File: config.mk
export PLATFORM = sky130hd
export DESIGN_NAME = piece_move_sched
export DESIGN_NICKNAME = d
export VERILOG_FILES = /design/src/rtl/tetris_pkg.sv /design/src/rtl/key_latch.sv /design/src/rtl/piece_move_sched.sv
export SDC_FILE = /design/constraint.sdc
export NUM_CORES = 1
export LEC_CHECK = 0
export CAP_MARGIN = 20
export CORE_MARGIN = 4
export CORE_UTILIZATION = 45
export CTS_BUF_LIST = sky130_fd_sc_hd__clkbuf_4
export DETAILED_ROUTE_END_ITERATION = 8
export PLACE_DENSITY = 0.67
export SLEW_MARGIN = 40
export SYNTH_ARGS = -nofsm -noshare
export SYNTH_HDL_FRONTEND = slang
export SYNTH_SLANG_ARGS = --single-unit
File: constraint.sdc
create_clock -name vga_clk -period 3.8 [get_ports vga_clk]
set_input_delay 0.57 -clock vga_clk [delete_from_list [all_inputs] [get_ports vga_clk]]
set_output_delay 0.57 -clock vga_clk [all_outputs]
set_load 0.01 [all_outputs]
File: src/rtl/tetris_pkg.sv
// Shared playfield constants, key indices and scheduler state encoding for the
// falling-piece logic.
package tetris_pkg;
  localparam int GRID_W_DEF = 8;
  localparam int GRID_H_DEF = 18;

  localparam int KEY_UP    = 0;
  localparam int KEY_DOWN  = 1;
  localparam int KEY_LEFT  = 2;
  localparam int KEY_RIGHT = 3;

  localparam logic [3:0] ST_IDLE       = 4'd0;
  localparam logic [3:0] ST_SEL        = 4'd1;
  localparam logic [3:0] ST_CHK_REQ    = 4'd2;
  localparam logic [3:0] ST_CHK_WAIT   = 4'd3;
  localparam logic [3:0] ST_COMMIT     = 4'd4;
  localparam logic [3:0] ST_LOCK       = 4'd5;
  localparam logic [3:0] ST_SPAWN_REQ  = 4'd6;
  localparam logic [3:0] ST_SPAWN_WAIT = 4'd7;
  localparam logic [3:0] ST_OVER       = 4'd8;

  typedef enum logic [3:0] {
    S_IDLE       = ST_IDLE,
    S_SEL        = ST_SEL,
    S_CHK_REQ    = ST_CHK_REQ,
    S_CHK_WAIT   = ST_CHK_WAIT,
    S_COMMIT     = ST_COMMIT,
    S_LOCK       = ST_LOCK,
    S_SPAWN_REQ  = ST_SPAWN_REQ,
    S_SPAWN_WAIT = ST_SPAWN_WAIT,
    S_OVER       = ST_OVER
  } sched_state_e;

  typedef enum logic [2:0] {MV_UP, MV_DOWN, MV_LEFT, MV_RIGHT, MV_GRAV} move_e;

  // Vertical moves lock the piece when blocked; sideways moves just give up.
  function automatic logic is_vert(move_e m);
    return (m == MV_UP) || (m == MV_DOWN) || (m == MV_GRAV);
  endfunction
endpackage

File: src/rtl/key_latch.sv
// Rising-edge detect on the operator keys; each edge raises a pending flag
// that stays up until the scheduler services that key.
module key_latch #(
  parameter int N = 4
) (
  input  logic         vga_clk,
  input  logic         rst,
  input  logic [N-1:0] keys,
  input  logic [N-1:0] clr,
  output logic [N-1:0] pend
);
  logic [N-1:0] keys_q;

  // A fresh edge wins over a same-cycle clear so no press is lost.
  always_ff @(posedge vga_clk or posedge rst) begin
    if (rst) begin
      keys_q <= '0;
      pend   <= '0;
    end else begin
      keys_q <= keys;
      pend   <= (pend & ~clr) | (keys & ~keys_q);
    end
  end
endmodule

File: src/rtl/piece_move_sched.sv
// Per-frame move scheduler for the single-cell falling piece: key phase, then
// gravity, each move checked against grid memory; locks, respawns, game over.
module piece_move_sched
  import tetris_pkg::*;
#(
  parameter int GRID_W         = GRID_W_DEF,
  parameter int GRID_H         = GRID_H_DEF,
  parameter int GRAVITY_FRAMES = 30,
  parameter int SPAWN_X        = 3
) (
  input  logic       vga_clk,
  input  logic       rst,
  input  logic [3:0] op_keys,
  input  logic       draw_finish,
  output logic [7:0] grid_rd_x,
  output logic [7:0] grid_rd_y,
  input  logic       grid_rd_data,
  output logic       grid_wr_en,
  output logic [7:0] grid_wr_x,
  output logic [7:0] grid_wr_y,
  output logic [7:0] piece_x,
  output logic [7:0] piece_y,
  output logic       busy,
  output logic       game_over
);
  localparam int            CW       = $clog2(GRAVITY_FRAMES + 1);
  localparam logic [7:0]    LAST_X   = 8'(GRID_W - 1);
  localparam logic [7:0]    LAST_Y   = 8'(GRID_H - 1);
  localparam logic [7:0]    SPX      = 8'(SPAWN_X);
  localparam logic [CW-1:0] GRAV_TOP = CW'(GRAVITY_FRAMES - 1);

  sched_state_e  state;
  move_e         mv, key_mv, sel_mv;
  logic [3:0]    pend, key_clr;
  logic [7:0]    tgt_x, tgt_y, sel_x, sel_y;
  logic [CW-1:0] grav_cnt;
  logic          df_q, tick, key_done, grav_due, tgt_oob;
  logic          key_any, sel_go, sel_oob;

  key_latch #(.N(4)) u_key_latch (
    .vga_clk (vga_clk),
    .rst     (rst),
    .keys    (op_keys),
    .clr     (key_clr),
    .pend    (pend)
  );

  assign tick = draw_finish & ~df_q;
  assign busy = (state != S_IDLE);

  // Target selection: one key (up>down>left>right) per pass, else gravity.
  always_comb begin
    key_any = |pend;
    key_mv  = MV_RIGHT;
    key_clr = 4'b0000;
    if (pend[KEY_UP])        key_mv = MV_UP;
    else if (pend[KEY_DOWN]) key_mv = MV_DOWN;
    else if (pend[KEY_LEFT]) key_mv = MV_LEFT;

    sel_go = 1'b1;
    sel_mv = MV_GRAV;
    if (!key_done && key_any) sel_mv = key_mv;
    else if (!grav_due)       sel_go = 1'b0;

    if (state == S_SEL && !key_done && key_any) begin
      case (key_mv)
        MV_UP:   key_clr = 4'b0001 << KEY_UP;
        MV_DOWN: key_clr = 4'b0001 << KEY_DOWN;
        MV_LEFT: key_clr = 4'b0001 << KEY_LEFT;
        default: key_clr = 4'b0001 << KEY_RIGHT;
      endcase
    end

    sel_x   = piece_x;
    sel_y   = piece_y;
    sel_oob = 1'b0;
    case (sel_mv)
      MV_LEFT: begin
        sel_x   = piece_x - 8'd1;
        sel_oob = (piece_x == 8'd0);
      end
      MV_RIGHT: begin
        sel_x   = piece_x + 8'd1;
        sel_oob = (piece_x >= LAST_X);
      end
      default: begin
        sel_y   = piece_y + 8'd1;
        sel_oob = (piece_y >= LAST_Y);
      end
    endcase
  end

  always_ff @(posedge vga_clk or posedge rst) begin
    if (rst) begin
      state      <= S_IDLE;
      mv         <= MV_GRAV;
      df_q       <= 1'b0;
      key_done   <= 1'b0;
      grav_due   <= 1'b0;
      grav_cnt   <= '0;
      tgt_x      <= 8'd0;
      tgt_y      <= 8'd0;
      tgt_oob    <= 1'b0;
      piece_x    <= SPX;
      piece_y    <= 8'd0;
      grid_rd_x  <= 8'd0;
      grid_rd_y  <= 8'd0;
      grid_wr_en <= 1'b0;
      grid_wr_x  <= 8'd0;
      grid_wr_y  <= 8'd0;
      game_over  <= 1'b0;
    end else begin
      df_q       <= draw_finish;
      grid_wr_en <= 1'b0;
      case (state)
        S_IDLE: if (tick) begin
          state    <= S_SEL;
          key_done <= 1'b0;
          grav_due <= (grav_cnt == GRAV_TOP);
          grav_cnt <= grav_cnt + CW'(1);
        end
        S_SEL: begin
          key_done <= 1'b1;
          if (!sel_go) state <= S_IDLE;
          else begin
            mv      <= sel_mv;
            tgt_x   <= sel_x;
            tgt_y   <= sel_y;
            tgt_oob <= sel_oob;
            if (!sel_oob) begin
              grid_rd_x <= sel_x;
              grid_rd_y <= sel_y;
            end
            if (is_vert(sel_mv))    grav_cnt <= '0;
            if (sel_mv == MV_GRAV) grav_due <= 1'b0;
            state <= S_CHK_REQ;
          end
        end
        // Off-grid targets never touch memory.
        S_CHK_REQ: begin
          if (tgt_oob) state <= is_vert(mv) ? S_LOCK : S_SEL;
          else         state <= S_CHK_WAIT;
        end
        S_CHK_WAIT: begin
          if (grid_rd_data) state <= is_vert(mv) ? S_LOCK : S_SEL;
          else              state <= S_COMMIT;
        end
        S_COMMIT: begin
          piece_x <= tgt_x;
          piece_y <= tgt_y;
          if (mv == MV_UP) begin
            tgt_y   <= tgt_y + 8'd1;
            tgt_oob <= (tgt_y >= LAST_Y);
            if (tgt_y < LAST_Y) begin
              grid_rd_x <= tgt_x;
              grid_rd_y <= tgt_y + 8'd1;
            end
            state <= S_CHK_REQ;
          end else begin
            state <= (mv == MV_GRAV) ? S_IDLE : S_SEL;
          end
        end
        S_LOCK: begin
          grid_wr_en <= 1'b1;
          grid_wr_x  <= piece_x;
          grid_wr_y  <= piece_y;
          piece_x    <= SPX;
          piece_y    <= 8'd0;
          grid_rd_x  <= SPX;
          grid_rd_y  <= 8'd0;
          state      <= S_SPAWN_REQ;
        end
        S_SPAWN_REQ: state <= S_SPAWN_WAIT;
        S_SPAWN_WAIT: begin
          if (grid_rd_data) begin
            game_over <= 1'b1;
            state     <= S_OVER;
          end else begin
            state <= S_IDLE;
          end
        end
        S_OVER:  state <= S_OVER;
        default: state <= S_IDLE;
      endcase
    end
  end
endmodule

### Word-level counts from Yosys, hierarchy flattened

Cells that the tools add are included.

| word-level totals | value |
|---|---|
| bits in registers | 90 |
| input bits | 8 |
| output and inout bits | 51 |
| word-level logic and storage cells | 135 |

| cells by class | value |
|---|---|
| add/sub/neg operators | 5 |
| magnitude comparators | 4 |
| equality and inequality tests | 24 |
| mux-type cells | 49 |
| bitwise gates (word level) | 7 |
| reductions and logical operators | 27 |

Operators with widths:

| cell | count |
|---|---|
| $mux 8 | 11 |
| $pmux 8 s2 | 4 |
| $pmux 8 s3 | 2 |
| $pmux 4 s9 | 1 |
| $add 8x1->8 const B | 3 |
| $eq 4x3->1 const B | 4 |
| $ge 8x5->1 const B | 2 |
| $mux 5 | 3 |
| $mux 3 | 4 |
| $mux 4 | 3 |
| $pmux 4 s3 | 1 |
| $mux 1 | 11 |
| $ne 2x2->1 const B | 5 |
| $pmux 5 s2 | 1 |
| $eq 3x1->1 const B | 3 |
| $eq 3x2->1 const B | 3 |
| $logic_not 3->1 | 3 |
| $and 4x4->4 | 2 |
| $eq 4x2->1 const B | 2 |
| $ge 8x3->1 const B | 1 |
| $logic_not 8->1 | 1 |
| $lt 8x5->1 const B | 1 |
| $mux 2 | 4 |
| $not 4->4 | 2 |
| other kinds (24) | 39 |

### Depth between registers and ports, before layout

Gate-level depths: netlist of the first run.

| depth | value |
|---|---|
| depth after elaboration | 10 |
| depth in mapped cells | 9 |
| depth with buffers taken out | 9 |

### Hierarchy

Synthesis of the first run repeated with hierarchy kept, for this count alone.

| second synthesis, totals | value |
|---|---|
| cells, all modules | 458 |
| area, all modules | 4684.5 µm² |

By module, submodules not included:

| module | times used | cells an instance | area each (µm²) | sequential area each (µm²) |
|---|---|---|---|---|
| piece_move_sched | 1 | 437 | 4400.5 | 2055.7 |
| key_latch | 1 | 21 | 284.0 | 200.2 |

### Worst setup path after synthesis of the first run

No wires, ideal clock.

| timing | value |
|---|---|
| path type | register to register |
| start point | reg u_key_latch.pend[0] |
| end point | reg grid_rd_x[7] |
| library setup time | 128 ps |
| data arrival time | 2626 ps |
| data required time | 3672 ps |
| slack | 1046 ps |
| cell stages (with the launch flop) | 10 |
| path buffers | 0 |
| clock period less this slack | 2754 ps |
| path through | dfrtp_1 > or3_4 > or3_1 > ha_1 > a21o_1 > a31o_2 > o21a_1 > nor3_1 > xnor2_1 > o21ai_0 |

| between the ends | value |
|---|---|
| longest elaborated chain between the ends | 8 |
| elaborated cells on any way between the ends | 15 |
| classes of those cells | eq/ne: 4; mux: 8; reduce/logical: 3 |

Ends and longest elaborated chain:

| what | RTL line | source |
|---|---|---|
| start, declared | key_latch.sv:10 | `output logic [N-1:0] pend` |
| start signal, assigned | key_latch.sv:21 | `pend <= (pend & ~clr) \| (keys & ~keys_q);` |
| $reduce_or 4->1 | piece_move_sched.sv:53 | `key_any = \|pend;` |
| $logic_and 1x1->1 | piece_move_sched.sv:62 | `if (!key_done && key_any) sel_mv = key_mv;` |
| $mux 3 | piece_move_sched.sv:62 |  |
| $eq 3x2->1 | piece_move_sched.sv:77 | `case (sel_mv)` |
| $pmux 8 s2 | piece_move_sched.sv:77 |  |
| $mux 8 | piece_move_sched.sv:130 | `if (!sel_oob) begin` |
| $mux 8 | piece_move_sched.sv:124 | `if (!sel_go) state <= S_IDLE;` |
| $pmux 8 s3 | piece_move_sched.sv:115 | `case (state)` |
| end signal, assigned | piece_move_sched.sv:131 | `grid_rd_x <= sel_x;` |
| end signal, assigned | piece_move_sched.sv:155 | `grid_rd_x <= tgt_x;` |
| end, declared | piece_move_sched.sv:15 | `output logic [7:0] grid_rd_x,` |

Several ways; a longest one is shown, not always the timed one. The select of a mux whose other input is x is not followed.
A chain may end at the register's enable or synchronous reset.

### Worst setup path after layout of the first run

| timing | value |
|---|---|
| start point | reg u_key_latch.pend[0] |
| end point | reg tgt_x[6] |

| between the ends | value |
|---|---|
| longest elaborated chain between the ends | 5 |
| elaborated cells on any way between the ends | 9 |
| classes of those cells | eq/ne: 2; mux: 4; reduce/logical: 3 |

Ends and longest elaborated chain:

| what | RTL line | source |
|---|---|---|
| $reduce_or 4->1 | piece_move_sched.sv:53 |  |
| $logic_and 1x1->1 | piece_move_sched.sv:62 |  |
| $mux 3 | piece_move_sched.sv:62 |  |
| $eq 3x2->1 | piece_move_sched.sv:77 |  |
| $pmux 8 s2 | piece_move_sched.sv:77 |  |
| end signal, assigned | piece_move_sched.sv:127 | `tgt_x <= sel_x;` |
| end, declared | piece_move_sched.sv:35 | `logic [7:0] tgt_x, tgt_y, sel_x, sel_y;` |

Several ways; a longest one is shown, not always the timed one.

==> results of run 1 <==
## power by group through the flow
| stage | sequential, mW | combinational (mW) | clock [mW] |
|---|---|---|---|
| 2_1_floorplan | 0.979 | 0.0154 | 0 |
| 3_3_place_gp | 0.979 | 0.0321 | 0 |
| 3_5_place_dp | 0.979 | 0.0323 | 0 |
| 4_1_cts | 0.961 | 0.0324 | 0.481 |
| 5_1_grt | 0.962 | 0.0354 | 0.529 |
| 6_report | 0.961 | 0.0305 | 0.461 |
## worst paths after layout
| path | to | depth (start not counted) |
|---|---|---|
| max in group asynchronous | mv[2]$_DFFE_PP1P_ | 3 |
| worst min register to register | u_key_latch.pend[1]$_DFF_PP0_ | 1 |
| worst min-delay path | u_key_latch.pend[1]$_DFF_PP0_ | 1 |
| worst max register to register | tgt_x[6]$_DFFE_PP0P_ | 9 |
| min in group asynchronous | piece_y[6]$_DFFE_PP0N_ | 2 |
| worst max-delay path | tgt_x[6]$_DFFE_PP0P_ | 9 |
## metrics by stage
stage	worst slack, ns	area, um2	cells	power [mW]	hold WS (ns)
final	0.826	5420	647	1.45	0.406
after global routing	0.623	5420	647	1.53	0.442
after CTS	0.829	5420	647	1.48	0.416
after detailed placement	0.836	5300	631	1.01	0.414
after global placement	0.927	5300	631	1.01	0.415
after floorplan	0.900	4550	453	0.994	0.400
## flip-flops by register name, summed over array words and instances (netlist names), 5 cells and up
| register | count |
|---|---|
| grid_rd_x | 8 |
| piece_x | 8 |
| grav_cnt | 5 |
| grid_wr_x | 8 |
| tgt_y | 8 |
| grid_rd_y | 8 |
| grid_wr_y | 8 |
| piece_y | 8 |
| tgt_x | 8 |
## cell usage after synthesis, types with 2 or more instances
cell      count  area share, %
nand4_1       4           0.55
and2_1        3           0.41
o41ai_1       2           0.39
o22ai_1       2           0.27
a21o_1        4           0.66
o211ai_1      4           0.66
a31oi_1      11            1.5
dfstp_2       3            1.7
nor3_1       10            1.1
a211o_1       2           0.39
o221ai_2      2           0.66
and3_1        9            1.2
o221ai_1      3           0.58
xnor2_1      15            2.9
clkbuf_1     15            1.2
xor2_1        7            1.3
buf_2         2           0.22
dfrtp_1      87             48
nor3b_1       2           0.33
nor4_1        2           0.27
nor2_1       31            2.6
o21a_1        9            1.5
mux2i_1       3           0.66
a22o_1       10            1.9
nand2_1      52            4.3
inv_1        16            1.3
or3_1         2           0.27
o21ai_0      34            3.7
mux2_2       19            4.7
nand3_1      12            1.3
ha_1         14            3.8
buf_1         3           0.25
nor2b_1       5           0.69
nand2b_1      6           0.82
a21oi_1      24            2.6
## cell type report
cell class / instances / area share [%]
inverters: 16 / 1.13
multi-input cells: 325 / 39.6
repair buffers: 67 / 12.4
clock inverters: 7 / 0.855
well taps: 133 / 3.07
clock buffers: 9 / 1.25
flip-flops and latches: 90 / 41.7
## cell families after synthesis
kind of cell | Yosys count | share of synthesized area [%]
xor gates and xnor gates | 22 | 4.23
AOI/OAI and AO/OA | 123 | 18.3
adders and majority gates | 15 | 4.29
DFF | 90 | 49.6
muxes | 22 | 5.36
and+or+nand+nor | 143 | 14.8
buffers and inverters | 38 | 3.44
## worst max-delay path, stage by stage (launching register included)
cell and delay, ns:
dfrtp_1 0.43, or3_4 0.43, or3_1 0.50, fa_1 0.46, a211oi_1 0.24, o21bai_1 0.13, a21oi_1 0.30, xnor2_1 0.17
nand2_1 0.07, a31oi_1 0.18
## metal layers
metal | vias to the layer above | GRT usage [%] | wire [um]
met5 | - | 0 | 0
met4 | 0 | 6.58 | 194
met3 | 14 | 4.66 | 644
met2 | 99 | 28.9 | 4900
met1 | 1720 | 27.9 | 4880
li1 | 1737 | - | -
==> flow_metrics.env, run 1 <==
export IMPL_power_density_cell_area_mw_per_mm2=268
export IMPL_syn_avg_cell_area_um2=10.0
export IMPL_nets=532
export IMPL_worstMarginPinSlew_ns=0.731
export IMPL_drv_cap=0
export IMPL_p_switching_mw=0.351
export IMPL_rsz0062_at_grt="no"
export IMPL_dieHeight_um=109
export IMPL_synth_ff_latch_count=90
export IMPL_max_clock_skew_ns=0.0227
export IMPL_grt_overflow_total=0
export IMPL_dp_final_hpwl_um=7590
export IMPL_setup_viol=0
export IMPL_first_global_vias=3587
export IMPL_final_seq_area_mm2=0.00226
export IMPL_worst_setup_path_start_kind="register"
export IMPL_min_period_over_period_pct=78.3
export IMPL_design_core_area_mm2=0.00982
export IMPL_post_detailed_routing_wire_length_um=10600
export IMPL_cts_reportedPaths_clkPinSlew_ns=0.13
export IMPL_initial_utilization_pct=46.3
export IMPL_h_tree_depth=3
export IMPL_seq_power_share_pct=66.2
export IMPL_vdd_drop_max_mv=0.177
export IMPL_cp_startpoint="u_key_latch.pend[0]$_DFF_PP0_"
export IMPL_cts_tree="done"
export IMPL_min_delay_start="u_key_latch.keys_q[1]$_DFF_PP0_"
export IMPL_layout_area_overhead_vs_synth_pct=19.0
export IMPL_initialDrtViolationCount=159
export IMPL_io_pins=59
export IMPL_ys_dominant_reg_cell="dfrtp_1"
export IMPL_post_cts_resized_instances=0
export IMPL_global_route_usage_total_pct=19.5
export IMPL_static_leakage_power_nw=2.41
export IMPL_diodes=0
export IMPL_drc_errors=0
export IMPL_fin_crit_ns=2.97
export IMPL_synth_cell_area_mm2=0.00455
export IMPL_final_antenna_net_count=0
export IMPL_max_slew_margin_rel_pct=51.3
export IMPL_yosysWarningCount=0
export IMPL_critical_path_required_ns=4.18
export IMPL_final_setup_tns_ns=0
export IMPL_power_internal_mw=1.10
export IMPL_sw_frac_of_total_pct=24.2
export IMPL_fp_dieW_um=109
export IMPL_most_common_cell_after_layout_fill_and_taps_aside="dfrtp_1"
export IMPL_synth_net_count=476
export IMPL_placementRows=36
export IMPL_numCtsBuffers=9
export IMPL_initial_antenna_violation_count=0
export IMPL_grt_max_degree=51
export IMPL_clock_sinks=90
export IMPL_hold_viol_final=0
export IMPL_insertion_delay_ns=0.45
export IMPL_seq_area_frac_synth_pct=49.6
export IMPL_io_buffers=58
export IMPL_clock_tree_buf_depth=2
export IMPL_finalMaxSlewViolations=0
export IMPL_postCtsSetupBuffers=0
export IMPL_ff2ff_setup_slack_ns=0.83
export IMPL_cts_hold_fix_buffers=0
export IMPL_worstSetupPathType="reg2reg"
export IMPL_distinct_cell_type_count_of_the_synthesized_netlist=59
export IMPL_drive_above_1_share_pct=10.9
export IMPL_number_of_fill_cells_in_the_layout=912
export IMPL_synth_edff_count=0
export IMPL_share_clk_of_total_power_pct=31.7
export IMPL_endpoint_kind="register"
export IMPL_run_status="finished clean"
export IMPL_final_core_util_pct=55.1
export IMPL_synth_cells=453
export IMPL_drt_pass1_iter_count=5
export IMPL_arrival_ns=3.35
export IMPL_via_cell_ratio=5.52
export IMPL_layout_common_cells="dfrtp_1 (87), clkdlybuf4s50_1 (58), nand2_1 (52), o21ai_0 (34), nor2_1 (31)"
export IMPL_wl_per_cell_um=16.4
export IMPL_design_die_area_mm2=0.0118
export IMPL_post_synth_arst_share_pct=100
export IMPL_holdCritPathClass="reg2reg"
export IMPL_routed_vias=3570
export IMPL_final_wtd_congestion=0.831
export IMPL_multi_input_comb_area_mm2=0.00214
export IMPL_cp_max_fo=7
export IMPL_cts_root_buffer_cell="clkbuf_4"
export IMPL_clock_fmax_ghz=0.336
export IMPL_share_comb_of_total_power_pct=2.1
export IMPL_rr_startpoint="u_key_latch.pend[0]$_DFF_PP0_"
export IMPL_grt_pass1_wl_um=18100
No activity file was read; power rests on OpenSTA's default activity.
==> run 2: changes to the inputs <==
Settings changed: PLACE_DENSITY 0.67 to 0.7.
Clock period 3.8 ns to 2.52 ns, I/O delays scaled along.
==> run 2 against run 1 <==
Compared with the run above:
- the flow now finishes with violations (setup timing)
- flip-flop and latch count unchanged
- fmax grew 14%
- utilization is 5.9 points higher
- critical path depth unchanged
- non-clock buffer count is 51 higher
- count of clock-buffer cells in the layout is 1 higher
- combinational power grew 52%
- global-route usage rose by 1.0 points
- critical endpoint is now grid_rd_x[7]$_DFFE_PP0P_
- cell count is 7.9% higher
==> flow_metrics.env, run 2 (synthesis results as in run 1) <==
export IMPL_final_antenna_net_count=0
export IMPL_clock_sinks=90
export IMPL_dp_final_hpwl_um=8060
export IMPL_critical_path_depth=9
export IMPL_arrival_ns=2.96
export IMPL_via_cell_ratio=5.58
export IMPL_cts_hold_fix_buffers=0
export IMPL_worstSetupPathType="reg2reg"
export IMPL_placementRows=36
export IMPL_io_pins=59
export IMPL_max_slew_margin_rel_pct=68.0
export IMPL_pre_cts_slack_ns=-0.0796
export IMPL_critical_path_required_ns=2.86
export IMPL_cts_reportedPaths_clkPinSlew_ns=0.14
export IMPL_drive_above_1_share_pct=22.7
export IMPL_met3_usage_pct=3.40
export IMPL_placed_cells=668
export IMPL_number_of_fill_cells_in_the_layout=835
export IMPL_finalMaxSlewViolations=0
export IMPL_most_common_cell_after_layout_fill_and_taps_aside="dfrtp_1"
export IMPL_layout_common_cells="dfrtp_1 (87), clkdlybuf4s50_1 (58), buf_4 (55), nand2_1 (51), nor2_1 (31)"
export IMPL_vdd_drop_max_mv=0.208
export IMPL_fp_dieW_um=109
export IMPL_min_period_over_period_pct=104
export IMPL_cp_cell_sequence="or3_4, or3_4, ha_4, a21o_1, a31o_2, nor3_1, nor3_2, xnor2_1, o21ai_1"
export IMPL_drv_cap=0
export IMPL_fin_cells=698
export IMPL_setup_viol=5
export IMPL_holdCritPathClass="in2reg"
export IMPL_insertion_delay_ns=0.45
export IMPL_wl_per_cell_um=16.9
export IMPL_grt_met1_usage_pct=27.2
export IMPL_ff2ff_setup_slack_ns=-0.1
export IMPL_rsz0062_at_grt="yes"
export IMPL_post_route_worst_setup_slack_ns=-0.0955
export IMPL_layout_area_overhead_vs_synth_pct=31.8
export IMPL_grt_max_degree=91
export IMPL_numCtsBuffers=9
export IMPL_io_buffers=58
export IMPL_static_leakage_power_nw=2.71
export IMPL_gr_usage_met2_pct=33.6
export IMPL_cp_startpoint="u_key_latch.pend[0]$_DFF_PP0_"
export IMPL_grt_overflow_total=0
export IMPL_grt_pass1_wl_um=19000
export IMPL_initial_antenna_violation_count=0
export IMPL_crit_family="simple AND/OR/NAND/NOR gates"
export IMPL_worst_setup_path_start_kind="register"
export IMPL_cts_root_buffer_cell="clkbuf_4"
export IMPL_h_tree_depth=3
export IMPL_path_common_cell="or3_4"
export IMPL_violated_checks="setup timing"
export IMPL_clock_tree_buf_depth=2
export IMPL_routed_vias=3893
export IMPL_first_global_vias=3871
export IMPL_crit_slowest_cell="or3_4"
export IMPL_fin_crit_ns=2.62
export IMPL_design_core_area_mm2=0.00982
export IMPL_worstMarginPinSlew_ns=0.475
export IMPL_design_die_area_mm2=0.0118
export IMPL_initial_utilization_pct=46.3
export IMPL_power_density_cell_area_mw_per_mm2=387
export IMPL_cp_max_fo=7
export IMPL_clock_fmax_ghz=0.382
export IMPL_rr_startpoint="u_key_latch.pend[0]$_DFF_PP0_"
export IMPL_critPathMaxStageDelay_ns=0.43
export IMPL_post_detailed_routing_wire_length_um=11800
export IMPL_count_of_cells_along_the_worst_register_to_register_path=9
export IMPL_cp_buffers_inverters=0
export IMPL_drc_errors=0
export IMPL_cts_tree="done"
export IMPL_endpoint_kind="register"
export IMPL_initialDrtViolationCount=181
export IMPL_diodes=0
export IMPL_global_route_usage_total_pct=20.5
export IMPL_rr_endpoint="grid_rd_x[7]$_DFFE_PP0P_"
export IMPL_dieHeight_um=109
export IMPL_final_wtd_congestion=0.908
export IMPL_nets=583
export IMPL_grt_most_used_layer="met2"
export IMPL_worst_setup_path_endpoint="grid_rd_x[7]$_DFFE_PP0P_"
export IMPL_drt_pass1_iter_count=5
export IMPL_max_clock_skew_ns=0.0260
export IMPL_hold_viol_final=0
export IMPL_run_status="finished with violations"
==> run 2: cell types whose count changed in the layout (fill, tap and decap cells not counted), sizes merged <==
cell,previous run,this run
buf,9,60
bufinv,0,1
clkbuf,9,10
clkinv,6,2
clkinvlp,2,3
inv,15,16
==> run 2: how the worst min path moves through the flow <==
stage / endpoint / cells past startpoint / slack, ns / from
after floorplan: u_key_latch.pend[0]$_DFF_PP0_ / 1 / 0.40 / u_key_latch.keys_q[0]$_DFF_PP0_
after global placement: u_key_latch.pend[3]$_DFF_PP0_ / 1 / 0.40 / u_key_latch.keys_q[3]$_DFF_PP0_
after detailed placement: u_key_latch.pend[3]$_DFF_PP0_ / 1 / 0.43 / u_key_latch.keys_q[3]$_DFF_PP0_
after CTS: u_key_latch.keys_q[3]$_DFF_PP0_ / 1 / 0.38 / op_keys[3]
after global routing: u_key_latch.keys_q[3]$_DFF_PP0_ / 1 / 0.37 / op_keys[3]
final: u_key_latch.keys_q[3]$_DFF_PP0_ / 1 / 0.38 / op_keys[3]
==> run 2: area by class of cell <==
cell class              count  area (um2)  share of cell area, %
repair buffers            118        1080                   18.1
clock inverters             6        66.3                   1.11
well taps                 133         166                   2.77
multi-input cells         325        2280                   38.1
clock buffers              10        75.1                   1.25
flip-flops and latches     90        2260                   37.6
inverters                  16        63.8                   1.06
==> run 2: per-stage QoR <==
step           hold slack (ns)  util, %  setup TNS, ns  power (mW)  instance area, um2
2_1_floorplan            0.400        -        -0.0150        1.50                4600
3_3_place_gp             0.402     57.4        -0.0665        1.53                5630
3_5_place_dp             0.427     57.4         -0.336        1.53                5630
4_1_cts                  0.377     60.1         -0.484        2.33                5900
5_1_grt                  0.371     61.1         -0.807        2.40                6000
6_report                 0.377     61.1         -0.220        2.32                6000
==> run 2: per-layer routing <==
layer | share of wire [%] | routed length, um
met2 | 49 | 5760
met4 | 1.8 | 212
met1 | 45 | 5320
met3 | 4.4 | 518
met5 | 0 | 0
==> run 2: report_power, final <==
group	switching, mW	total, mW	internal, mW
combinational	0.0324	0.0465	0.0141
clock	0.510	0.826	0.316
sequential	0.000970	1.45	1.45
==> run 2: repair_timing <==
action                     4_1_cts  5_1_grt
setup endpoints to repair        9       21
gates resized for setup         14       14
pin swaps                        9       10
setup buffers                    9        5
==> run 3: changes to the inputs <==
Settings changed: CORE_UTILIZATION 45 to 52, CTS_CLUSTER_SIZE set to 14, PLACE_DENSITY 0.7 to 0.79.
==> run 3 against run 2 <==
Compared with the run above:
- the flow still finishes with violations (setup timing)
- global-route usage is 4.2 points higher
- cell count decreased by 4.0%
- count of clock-buffer cells in the layout decreased by 1
- non-clock buffer count stayed put
- worst hold slack lost 0.11 ns
- first-iteration DRC count increased by 19%
- clock skew decreased by 0.013 ns
- highest routed layer unchanged
==> flow_metrics.env, run 3 (synthesis results as in run 1) <==
export IMPL_fp_dieW_um=102
export IMPL_arrival_ns=2.92
export IMPL_cp_cell_sequence="or3_4, or3_4, fa_2, a21o_1, a21oi_2, xor2_1, o21ai_1, a22oi_1, a21oi_1"
export IMPL_drv_cap=0
export IMPL_cts_root_buffer_cell="clkbuf_4"
export IMPL_power_internal_mw=1.77
export IMPL_ff2ff_setup_slack_ns=-0.07
export IMPL_clock_tree_buf_depth=2
export IMPL_post_dp_cell_area_mm2=0.00562
export IMPL_violated_checks="setup timing"
export IMPL_io_pins=59
export IMPL_power_density_cell_area_mw_per_mm2=385
export IMPL_drt_pass1_iter_count=7
export IMPL_clock_sinks=90
export IMPL_layout_area_overhead_vs_synth_pct=31.8
export IMPL_share_clk_of_total_power_pct=35.1
export IMPL_numCtsBuffers=9
export IMPL_drc_errors=0
export IMPL_cp_buffers_inverters=0
export IMPL_rr_endpoint="grid_rd_x[4]$_DFFE_PP0P_"
export IMPL_max_clock_skew_ns=0.0133
export IMPL_critical_path_required_ns=2.85
export IMPL_crit_slowest_cell="or3_4"
export IMPL_design_area_mm2=0.00600
export IMPL_design_die_area_mm2=0.0103
export IMPL_endpoint_kind="register"
export IMPL_fin_total_pwr_mw=2.31
export IMPL_share_comb_of_total_power_pct=2.1
export IMPL_p_switching_mw=0.541
export IMPL_path_common_cell="or3_4"
export IMPL_dp_final_hpwl_um=8710
export IMPL_worst_setup_path_endpoint="grid_rd_x[4]$_DFFE_PP0P_"
export IMPL_insertion_delay_ns=0.44
export IMPL_count_of_cells_along_the_worst_register_to_register_path=9
export IMPL_initialDrtViolationCount=215
export IMPL_initial_antenna_violation_count=0
export IMPL_rr_startpoint="u_key_latch.pend[0]$_DFF_PP0_"
export IMPL_wl_per_cell_um=18.4
export IMPL_max_slew_margin_rel_pct=67.7
export IMPL_worstSetupPathType="reg2reg"
export IMPL_min_period_over_period_pct=103
export IMPL_sw_frac_of_total_pct=23.5
export IMPL_placed_cells=644
export IMPL_layout_common_cells="dfrtp_1 (87), clkdlybuf4s50_1 (58), nand2_1 (51), buf_4 (50)"
export IMPL_final_core_util_pct=71.5
export IMPL_drive_above_1_share_pct=23.0
export IMPL_design_core_area_mm2=0.00838
export IMPL_routed_vias=3971
export IMPL_worstMarginPinSlew_ns=0.484
export IMPL_fin_crit_ns=2.59
export IMPL_grt_max_degree=56
export IMPL_rsz0062_at_grt="yes"
export IMPL_placementRows=33
export IMPL_cts_reportedPaths_clkPinSlew_ns=0.15
export IMPL_grt_overflow_total=0
export IMPL_first_global_vias=3933
export IMPL_cts_tree="done"
export IMPL_clock_fmax_ghz=0.386
export IMPL_global_route_usage_total_pct=24.7
export IMPL_finalMaxSlewViolations=0
export IMPL_worst_setup_path_start_kind="register"
export IMPL_seq_power_share_pct=62.8
export IMPL_holdCritPathClass="in2async"
export IMPL_initial_utilization_pct=54.3
export IMPL_final_antenna_net_count=0
export IMPL_final_wtd_congestion=0.936
export IMPL_fin_cells=670
export IMPL_diodes=0
export IMPL_io_buffers=58
export IMPL_setup_viol=8
export IMPL_crit_family="simple AND/OR/NAND/NOR gates"
export IMPL_static_leakage_power_nw=2.71
export IMPL_post_route_worst_setup_slack_ns=-0.0693
export IMPL_run_status="finished with violations"
export IMPL_h_tree_depth=3
export IMPL_via_cell_ratio=5.93
export IMPL_hold_viol_final=0
export IMPL_vdd_drop_max_mv=0.278
export IMPL_post_detailed_routing_wire_length_um=12400
export IMPL_most_common_cell_after_layout_fill_and_taps_aside="dfrtp_1"
export IMPL_critical_path_depth=9
export IMPL_grt_pass1_wl_um=19900
export IMPL_cp_startpoint="u_key_latch.pend[0]$_DFF_PP0_"
export IMPL_nets=583
export IMPL_cp_max_fo=7
export IMPL_critPathMaxStageDelay_ns=0.43
export IMPL_dieHeight_um=102
[run 3: cell count changes in the layout (fill, tap and decap cells not counted), moves of 2 or more]
| cell | previous run | this run |
|---|---|---|
| buf_12 | 4 | 2 |
| buf_4 | 55 | 50 |
| buf_6 | 1 | 6 |
| buf_8 | 0 | 2 |
| clkinv_1 | 1 | 3 |
| clkinvlp_4 | 3 | 1 |
| mux2_2 | 19 | 17 |
| mux2_4 | 0 | 2 |
| o21ai_1 | 6 | 4 |
| o221ai_1 | 3 | 0 |
| o221ai_2 | 2 | 5 |
[run 3: worst min path at each step]
stage                                         start                            end  slack (ns)
finish                                          rst           state[3]$_DFFE_PP0P_        0.27
floorplan           u_key_latch.keys_q[0]$_DFF_PP0_  u_key_latch.pend[0]$_DFF_PP0_        0.40
global placement    u_key_latch.keys_q[3]$_DFF_PP0_  u_key_latch.pend[3]$_DFF_PP0_        0.40
CTS                                             rst           state[3]$_DFFE_PP0P_        0.28
detailed placement  u_key_latch.keys_q[0]$_DFF_PP0_  u_key_latch.pend[0]$_DFF_PP0_        0.41
global route                                    rst           state[3]$_DFFE_PP0P_        0.28
[run 3: area by class of cell]
cell class / instances / area (um2)
fill: 626 / 2380
multi-input combinational: 325 / 2320
sequential: 90 / 2260
timing repair buffer: 118 / 1090
tap: 105 / 131
clock buffer: 9 / 67.6
clock inverter: 7 / 67.6
inverter: 16 / 63.8
[run 3: power groups by stage]
stage / combinational (mW) / sequential (mW) / clock [mW]
2_1_floorplan: 0.0236 / 1.48 / 0
3_3_place_gp: 0.0489 / 1.48 / 0
3_5_place_dp: 0.0504 / 1.48 / 0
4_1_cts: 0.0504 / 1.45 / 0.828
5_1_grt: 0.0552 / 1.45 / 0.906
6_report: 0.0477 / 1.45 / 0.810
[run 3: what timing repair did]
action                                  4_1_cts  5_1_grt
gates resized for setup                      10       32
cloned                                        0        1
endpoints found under the setup margin       11       21
pin swaps                                     6       10
hold buffers                                  0        0
buffers inserted                              2        8
[run 3: per-layer routing]
layer / wire length [um] / vias to the layer above / track usage, %
met3: 676 / 26 / 5.10
met1: 5280 / 1978 / 34.3
li1: - / 1829 / -
met5: 0 / - / 0
met4: 247 / 0 / 7.16
met2: 6150 / 138 / 39.5
[run 3: through the flow]
step	setup slack, ns	hold slack [ns]	TNS, ns
detailed placement	-0.0765	0.413	-0.341
finish	-0.0693	0.268	-0.368
global placement	-0.0284	0.405	-0.0947
floorplan	-0.00953	0.400	-0.0150
CTS	-0.0590	0.283	-0.213
global route	-0.212	0.277	-1.51
